<file path="src/rtl/mw_arith_sequencer.sv">
// Multi-word add/subtract sequencer: splits a WORDS x 16-bit request into a
// least-significant-first chain of ADD/ADC ops on a shared 16-bit ALU.
module mw_arith_sequencer #(
   parameter int WORDS = 4
) (
   input  logic                  iClock,
   input  logic                  iReset,
   input  logic                  iReqValid,
   output logic                  oReqReady,
   input  logic                  iReqOp,
   input  logic [16*WORDS-1:0]   iReqA,
   input  logic [16*WORDS-1:0]   iReqB,
   output logic                  oRspValid,
   input  logic                  iRspReady,
   output logic [16*WORDS-1:0]   oRspResult,
   output logic                  oRspCarry,
   output logic                  oRspZero,
   output logic [15:0]           oPortA,
   output logic [15:0]           oPortB,
   output logic [1:0]            oOpcode,
   input  logic [15:0]           iAccumulator,
   input  logic                  iCarryflag
);

   // state | meaning
   // IDLE  | waiting for a request; ALU driven with ADD 0+0
   // PRIME | subtract only: ADD FFFF+0001 forces the ALU carry to 1
   // RUN   | one ALU op per word, word index k_q = 0..WORDS-1
   // CAPT  | sample the final carry and the zero accumulator
   // RESP  | hold the response until iRspReady
   typedef enum logic [2:0] {
      IDLE  = 3'd0,
      PRIME = 3'd1,
      RUN   = 3'd2,
      CAPT  = 3'd3,
      RESP  = 3'd4
   } state_t;

   localparam int              W      = 16 * WORDS;
   localparam int              KW     = $clog2(WORDS);
   localparam logic [KW-1:0]   K_LAST = KW'(WORDS - 1);
   localparam logic [1:0]      OP_ADD = 2'b01;
   localparam logic [1:0]      OP_ADC = 2'b10;

   state_t          state_q,    state_d;
   logic [KW-1:0]   k_q,        k_d;
   logic [W-1:0]    a_q,        a_d;
   logic [W-1:0]    b_q,        b_d;
   logic            zero_q,     zero_d;
   logic [W-1:0]    result_q,   result_d;
   logic            carry_q,    carry_d;
   logic            rsp_zero_q, rsp_zero_d;
   logic            valid_q,    valid_d;
   logic [15:0]     port_a_q,   port_a_d;
   logic [15:0]     port_b_q,   port_b_d;
   logic [1:0]      opcode_q,   opcode_d;
   logic [KW-1:0]   k_nxt;

   assign k_nxt = k_q + 1'b1;

   // ALU drive is registered, so each branch sets up the operands for the
   // cycle that follows the transition it takes.
   always_comb begin
      state_d    = state_q;
      k_d        = k_q;
      a_d        = a_q;
      b_d        = b_q;
      zero_d     = zero_q;
      result_d   = result_q;
      carry_d    = carry_q;
      rsp_zero_d = rsp_zero_q;
      valid_d    = valid_q;
      port_a_d   = port_a_q;
      port_b_d   = port_b_q;
      opcode_d   = opcode_q;

      case (state_q)
         IDLE: begin
            if (iReqValid) begin
               a_d    = iReqA;
               b_d    = iReqOp ? ~iReqB : iReqB;
               zero_d = 1'b1;
               k_d    = '0;
               opcode_d = OP_ADD;
               if (iReqOp) begin
                  state_d  = PRIME;
                  port_a_d = 16'hFFFF;
                  port_b_d = 16'h0001;
               end else begin
                  state_d  = RUN;
                  port_a_d = iReqA[15:0];
                  port_b_d = iReqB[15:0];
               end
            end
         end
         PRIME: begin
            state_d  = RUN;
            k_d      = '0;
            port_a_d = a_q[15:0];
            port_b_d = b_q[15:0];
            opcode_d = OP_ADC;
         end
         RUN: begin
            result_d[{k_q, 4'b0000} +: 16] = iAccumulator;
            if (iAccumulator != 16'h0000) begin
               zero_d = 1'b0;
            end
            if (k_q == K_LAST) begin
               state_d  = CAPT;
               port_a_d = 16'h0000;
               port_b_d = 16'h0000;
               opcode_d = OP_ADD;
            end else begin
               k_d      = k_nxt;
               port_a_d = a_q[{k_nxt, 4'b0000} +: 16];
               port_b_d = b_q[{k_nxt, 4'b0000} +: 16];
               opcode_d = OP_ADC;
            end
         end
         CAPT: begin
            carry_d    = iCarryflag;
            rsp_zero_d = zero_q;
            valid_d    = 1'b1;
            state_d    = RESP;
         end
         RESP: begin
            if (iRspReady) begin
               valid_d = 1'b0;
               state_d = IDLE;
            end
         end
         default: begin
            state_d  = IDLE;
            valid_d  = 1'b0;
            port_a_d = 16'h0000;
            port_b_d = 16'h0000;
            opcode_d = OP_ADD;
         end
      endcase
   end

   always_ff @(posedge iClock or posedge iReset) begin
      if (iReset) begin
         state_q    <= IDLE;
         k_q        <= '0;
         a_q        <= '0;
         b_q        <= '0;
         zero_q     <= 1'b0;
         result_q   <= '0;
         carry_q    <= 1'b0;
         rsp_zero_q <= 1'b0;
         valid_q    <= 1'b0;
         port_a_q   <= 16'h0000;
         port_b_q   <= 16'h0000;
         opcode_q   <= OP_ADD;
      end else begin
         state_q    <= state_d;
         k_q        <= k_d;
         a_q        <= a_d;
         b_q        <= b_d;
         zero_q     <= zero_d;
         result_q   <= result_d;
         carry_q    <= carry_d;
         rsp_zero_q <= rsp_zero_d;
         valid_q    <= valid_d;
         port_a_q   <= port_a_d;
         port_b_q   <= port_b_d;
         opcode_q   <= opcode_d;
      end
   end

   assign oReqReady  = (state_q == IDLE);
   assign oRspValid  = valid_q;
   assign oRspResult = result_q;
   assign oRspCarry  = carry_q;
   assign oRspZero   = rsp_zero_q;
   assign oPortA     = port_a_q;
   assign oPortB     = port_b_q;
   assign oOpcode    = opcode_q;

endmodule

</file>
<file path="config.mk">
export PLATFORM = sky130hd
export DESIGN_NAME = mw_arith_sequencer
export DESIGN_NICKNAME = d
export VERILOG_FILES = /design/src/rtl/mw_arith_sequencer.sv
export SDC_FILE = /design/constraint.sdc
export NUM_CORES = 1
export LEC_CHECK = 0
export ABC_CLOCK_PERIOD_IN_PS = 7750
export BUFFER_PORTS_ARGS = -buffer_cell sky130_fd_sc_hd__buf_2
export CAP_MARGIN = 10
export CORE_MARGIN = 2
export CORE_UTILIZATION = 23
export CTS_BUF_LIST = sky130_fd_sc_hd__clkbuf_8
export DETAILED_ROUTE_END_ITERATION = 8
export GPL_ROUTABILITY_DRIVEN = 0
export SLEW_MARGIN = 10
export SYNTH_ARGS = -nofsm -noshare
export SYNTH_HDL_FRONTEND = slang
export SYNTH_SLANG_ARGS = --single-unit
</file>
<file path="constraint.sdc">
create_clock -name iClock -period 7.75 [get_ports iClock]
set_clock_uncertainty 0.05 [all_clocks]
set_input_delay 1.55 -clock iClock [delete_from_list [all_inputs] [get_ports iClock]]
set_output_delay 1.55 -clock iClock [all_outputs]
set_load 0.02 [all_outputs]
</file>
==> summary.md, run 1 <==
| Metric | Value |
|---|---|
| Mapped Area | `0.0109 mm2` |
| Setup_tns | `0 ps` |
| CTS tree | `done` |
| Fillers | `4911` |
| Pre-CTS WS | `3960 ps` |
| Worst path buffer plus inverter count | `3` |
| Die area | `0.0494 mm2` |
| Worst-skew pair later-pin latency | `600 ps` |
| Post-DRT Antenna Nets | `0` |
| Largest net degree at the start of global routing | `194` |
| CP endpoint kind | `flop` |
| Number of clock sinks | `235` |
| Register area | `0.00588 mm2` |
| Maximum vdd ir drop | `206 uV` |
| Rows | `79` |
| Fraction of layout instances using a drive strength above 1 | `35.2%` |
| Post-detailed-placement half-perimeter wirelength | `21000 um` |
| Area Overhead vs Synth | `25.0%` |
| Tightest Hold Check Type | `flop to flop` |
| First-pass GRT wire length | `50100 um` |
| Final setup margin | `4410 ps` |
| R2r endpoint | `oPortB[13]$_DFFE_PP0P_` |
| Hold path depth | `2` |
| Die Wd | `222 um` |
| Final period utilization | `43.1%` |
| Run status | `complete, no violations` |
| Synthesis-stage register bit count | `235` |
| Vias post-DR | `8458` |
| Commonest non-fill, non-tap cell in the layout | `buf_2` |
| H-tree depth | `2` |
| RSZ-0062 raised after global routing | `false` |
| Reg2reg setup slack | `4410 ps` |
| Core area | `0.0468 mm2` |
| Root buffer cell | `clkbuf_8` |
| Max-Cap Viols | `0` |
| Slowest cell delay on critical path | `600 ps` |
| Seq/Total Area, Yosys | `53.7%` |
| Max-slew violations | `0` |
| Setup repair bufs after CTS | `0` |
| Via/cell ratio | `4.53` |
| R2R Path Start | `k_q[0]$_DFFE_PP0P_` |
| Gr ovfl total | `0` |
| Design Area, Final | `0.0137 mm2` |
| Vias in the first global route | `8405` |
| CP Class | `flop to flop` |
| DRC errors left | `0` |
| Warnings from Yosys | `0` |
| Drt pass-1 iters | `4` |
| PwrDens | `441 mW/mm2` |
| First DRT Iteration DRCs | `496` |
| Post-Syn Area per Cell | `11.1 um2` |
| Register-to-Register Path Depth | `6` |
| CTS Hold Bufs | `0` |
| Starting Density | `23.4%` |
| Worst path slowest cell | `buf_4` |
| CP startpoint kind | `flop` |
| Leakage | `6.08 nW` |
| Io pins | `252` |
| Tmin final | `3340 ps` |
| Crit-path leading delay family | `buffers and inverters` |
| Fin util | `29.3%` |
| Initial antenna violation count | `1` |
| Footprint of the multi-input gates | `0.00464 mm2` |
| Post-cts resize count | `0` |
| Hold Crit Start | `oRspResult[19]$_DFFE_PP0P_` |
| Syn nets | `1158` |
| Post-DR wirelength/cell | `17.2 um` |
| Die Y-Extent | `222 um` |
| Total Routed Length | `32200 um` |
| Overall Global Routing Usage | `13.1%` |
| Worst Hold End | `oRspResult[19]$_DFFE_PP0P_` |
| Hold Vio Cnt, Final | `0` |
| Max Fanout on Critical Path | `39` |
| Worst Setup SP | `k_q[0]$_DFFE_PP0P_` |
| Most frequent cells in the layout | `251 x buf_2, 232 x dfrtp_1, 162 x nand2_1` |
| Final Setup Violations | `0` |
| Peak Freq | `0.299 GHz` |
| Critical Path Most Common Cell | `buf_4` |
| Clock Path Buffers | `3` |
| Placed Area | `0.0127 mm2` |
| CTS Buf Count | `45` |
| I/O Buffers | `251` |
| Required @ worst endpoint | `8160 ps` |
| Mapped Cells | `987` |
| Distinct cells, synth | `45` |
| CP Cell Sequence | `buf_4 -> inv_1 -> ha_2 -> buf_4 -> mux4_2 -> a221o_1` |
| Nets | `1393` |
| Slew HR | `26.2%` |
| Stages on worst setup path | `6` |
| Worst Tran Pin Value | `1100 ps` |
| CTS clock-pin slew for the worst setup and hold paths | `60 ps` |
| Worst Path Arrival | `3760 ps` |
## registers in the layout, indices dropped and copies added, names as in the netlist, 2 cells and up
signal,count
a_q,64
b_q,64
k_q,2
oOpcode,2
oPortA,16
oPortB,16
oRspResult,64
state_q,3
## tightest hold or removal path: stages (launching register included)
cell and delay [ps]:
dfrtp_1 330, nand2_1 40, o21ai_0 60
## per-layer routing
layer | routed length, um | GRT usage (%) | vias to the layer above
met4 | 813 | 5.36 | 0
met3 | 1930 | 2.70 | 56
li1 | - | - | 3935
met2 | 15500 | 20.9 | 261
met1 | 14000 | 17.3 | 4206
met5 | 0 | 0 | -
## where the power goes
part	switching, mW	total [mW]	internal, mW
logic	1.49	2.63	1.14
registers	0.363	2.19	1.83
clock network	0.550	1.22	0.669
## layout make-up
class	count	share of cell area, %
multi-input cells	652	33.9
clock buffers	58	5.83
repair buffers	264	10.2
flip-flops and latches	235	43.0
diodes	2	0.0366
inverters	24	0.686
clock inverters	24	0.759
well taps	607	5.55
## per-stage QoR
stage                     power, mW  std cells  hold slack [ps]
final                          6.04       1866              422
after global routing           6.48       1865              450
after CTS                      6.13       1861              428
after detailed placement       4.87       1779              415
after global placement         4.77       1779              406
after floorplan                4.06        987              425
## cells by family (layout without fill, tap and decap cells)
logic type,Yosys count,count (layout),share of synthesized area (%)
AND/OR/NAND/NOR,274,274,11.1
XOR/XNOR,48,48,3.84
adder cells (fa/ha/maj),21,21,2.40
multiplexers,100,100,13.5
other,0,2,0
flip-flops,235,235,53.7
AO/OA/AOI/OAI,209,209,11.3
buffers and inverters,100,370,4.11
## worst max-delay path by stage
stage	to	slack [ps]
after floorplan	a_q[0]$_DFFE_PP0P_	3070
after global placement	a_q[45]$_DFFE_PP0P_	4010
after detailed placement	a_q[16]$_DFFE_PP0P_	3960
after CTS	oPortB[13]$_DFFE_PP0P_	4290
after global routing	oPortB[14]$_DFFE_PP0P_	4170
final	oPortB[13]$_DFFE_PP0P_	4410
## synth_stat cells (all sizes together)
master / n / area share (%)
dfrtp: 234 / 53
nand2: 162 / 5.6
a21oi: 83 / 3.8
nor2: 69 / 2.4
o21ai: 69 / 3.2
mux2: 65 / 6.7
buf: 48 / 2.3
xnor2: 48 / 3.8
mux4: 32 / 6.6
clkbuf: 28 / 0.96
inv: 24 / 0.82
ha: 21 / 2.4
a221o: 17 / 1.6
nand3b: 15 / 1.0
o221ai: 15 / 1.2
o22ai: 15 / 0.86
nor3: 5 / 0.23
nand4bb: 4 / 0.41
mux2i: 3 / 0.27
nor3b: 3 / 0.34
nor4b: 3 / 0.35
a2111oi: 2 / 0.16
a21o: 2 / 0.14
and3b: 2 / 0.16
nand3: 2 / 0.091
nor4: 2 / 0.11
or2: 2 / 0.11
a211oi: 1 / 0.069
a21boi: 1 / 0.069
a22oi: 1 / 0.069
and2: 1 / 0.057
dfstp: 1 / 0.24
nand2b: 1 / 0.057
nand4: 1 / 0.057
o21a: 1 / 0.069
o21bai: 1 / 0.069
o31a: 1 / 0.080
or3: 1 / 0.057
or3b: 1 / 0.080
(Power assumes the default switching activity.)
==> inputs of run 2 (changes only) <==
ABC_CLOCK_PERIOD_IN_PS = 3350   (was 7750)
clock period = 3.35 ns   (was 7.75 ns; I/O delays follow)
==> summary.md, run 2 (synthesis results as in run 1) <==
| Metric | Value |
|---|---|
| Reg2reg setup slack | `900 ps` |
| Worst Tran Pin Value | `1100 ps` |
| Post-DRT Antenna Nets | `0` |
| CP startpoint kind | `flop` |
| Final Setup Violations | `0` |
| Root buffer cell | `clkbuf_8` |
| Max Fanout on Critical Path | `17` |
| Fraction of layout instances using a drive strength above 1 | `35.6%` |
| Io pins | `252` |
| Crit-path leading delay family | `simple AND/OR/NAND/NOR gates` |
| Most frequent cells in the layout | `251 x buf_2, 232 x dfrtp_1, 162 x nand2_1` |
| CTS Buf Count | `46` |
| Tmin final | `2450 ps` |
| CP Cell Sequence | `inv_1 -> ha_2 -> nor3b_2 -> nand2_1 -> o21ai_0` |
| Area Overhead vs Synth | `26.1%` |
| Worst Path Arrival | `2890 ps` |
| CP Class | `flop to flop` |
| Clock Path Buffers | `3` |
| WHS | `184 ps` |
| RSZ-0062 raised after global routing | `false` |
| Combinational Power Share | `43.1%` |
| Post-detailed-placement half-perimeter wirelength | `21700 um` |
| Rows | `79` |
| Post-DR wirelength/cell | `17.1 um` |
| Worst path slowest cell | `nor3b_2` |
| Sw power | `5.54 mW` |
| CTS Hold Bufs | `0` |
| Hold Vio Cnt, Final | `0` |
| Run status | `complete, no violations` |
| Starting Density | `23.4%` |
| Seq pwr share | `36.2%` |
| Layout Cells excl Fill | `1873` |
| First DRT Iteration DRCs | `552` |
| Final setup margin | `901 ps` |
| CTS clock-pin slew for the worst setup and hold paths | `60 ps` |
| Worst path buffer plus inverter count | `1` |
| Tightest Hold Check Type | `primary input to async pin` |
| Max-slew violations | `0` |
| Vias in the first global route | `8527` |
| Total Routed Length | `32000 um` |
| Setup repair bufs after CTS | `0` |
| Via/cell ratio | `4.51` |
| Pre-CTS WS | `768 ps` |
| Post-cts resize count | `0` |
| Drt pass-1 iters | `5` |
| Placed Area | `0.0128 mm2` |
| Core area | `0.0468 mm2` |
| Required @ worst endpoint | `3790 ps` |
| H-tree depth | `2` |
| Largest net degree at the start of global routing | `133` |
| Peak Freq | `0.408 GHz` |
| Worst-skew pair later-pin latency | `580 ps` |
| Int Power | `8.58 mW` |
| Die Y-Extent | `222 um` |
| Final period utilization | `73.1%` |
| Placed cells | `1788` |
| I/O Buffers | `251` |
| Design Area, Final | `0.0138 mm2` |
| Commonest non-fill, non-tap cell in the layout | `buf_2` |
| Maximum vdd ir drop | `326 uV` |
| Slowest cell delay on critical path | `920 ps` |
| Nets | `1400` |
| Gr ovfl total | `0` |
| Max-Cap Viols | `0` |
| Clock share of power | `20.7%` |
| Die area | `0.0494 mm2` |
| Initial antenna violation count | `3` |
| CP endpoint kind | `flop` |
| DRC errors left | `0` |
| Die Wd | `222 um` |
| Switching share of total power | `39.2%` |
| CTS tree | `done` |
| PwrDens | `1020 mW/mm2` |
| Leakage | `6.13 nW` |
| Slew HR | `26.1%` |
| Vias post-DR | `8439` |
| Number of clock sinks | `235` |
| Overall Global Routing Usage | `12.9%` |
| First-pass GRT wire length | `49300 um` |
==> run 2: cell count changes in the layout (fill, tap and decap cells not counted), sizes merged <==
| cell | change |
|---|---|
| buf | +6 |
| bufinv | +1 |
| clkbuf | +1 |
| clkinv | -3 |
| clkinvlp | +1 |
| diode | +1 |
==> run 2: power by group through the flow <==
stage | logic (mW) | clock network [mW] | registers [mW]
after global placement | 6.02 | 0 | 5.11
after global routing | 6.68 | 3.18 | 5.30
after CTS | 6.16 | 3.07 | 5.12
after detailed placement | 6.17 | 0 | 5.16
after floorplan | 3.90 | 0 | 5.48
final | 6.08 | 2.92 | 5.11
==> run 2: stage by stage <==
step | util [%] | TNS [ps] | power [mW]
2_1_floorplan | - | -104620 | 9.39
3_3_place_gp | 27.5 | 0 | 11.1
3_5_place_dp | 27.5 | 0 | 11.3
4_1_cts | 29.5 | 0 | 14.4
5_1_grt | 29.5 | 0 | 15.2
6_report | 29.5 | 0 | 14.1
==> run 2: worst reg2reg max path: stages (launching register included) <==
cell and delay, ps:
dfrtp_2 390, inv_1 140, ha_2 470, nor3b_2 920, nand2_1 150, o21ai_0 220
==> run 2: cell type report <==
cell class	count	area, um2
inverters	24	93.8
clock inverters	23	134
fillers	4855	32900
clock buffers	59	812
flip-flops and latches	235	5880
multi-input cells	652	4640
diodes	3	7.51
well taps	607	759
repair buffers	270	1470
==> run 2: final timing paths <==
kind                                                    to  depth (start not counted)                       start
worst max-delay path            oRspResult[52]$_DFFE_PP0P_                          5          k_q[0]$_DFFE_PP0P_
worst min-delay path                   a_q[24]$_DFFE_PP0P_                          3                      iReset
worst max register to register  oRspResult[52]$_DFFE_PP0P_                          5          k_q[0]$_DFFE_PP0P_
worst min register to register  oRspResult[61]$_DFFE_PP0P_                          2  oRspResult[61]$_DFFE_PP0P_
max in group asynchronous               b_q[4]$_DFFE_PP0P_                          3                      iReset
min in group iClock                    a_q[26]$_DFFE_PP0P_                          2                   iReqA[26]
==> run 2: layer usage <==
metal	global-route usage (%)	share of wire (%)	vias up
met5	0	0	-
met4	5.99	3.1	0
met3	2.62	6.0	65
met2	21.1	49	272
met1	16.4	42	4156
li1	-	-	3946
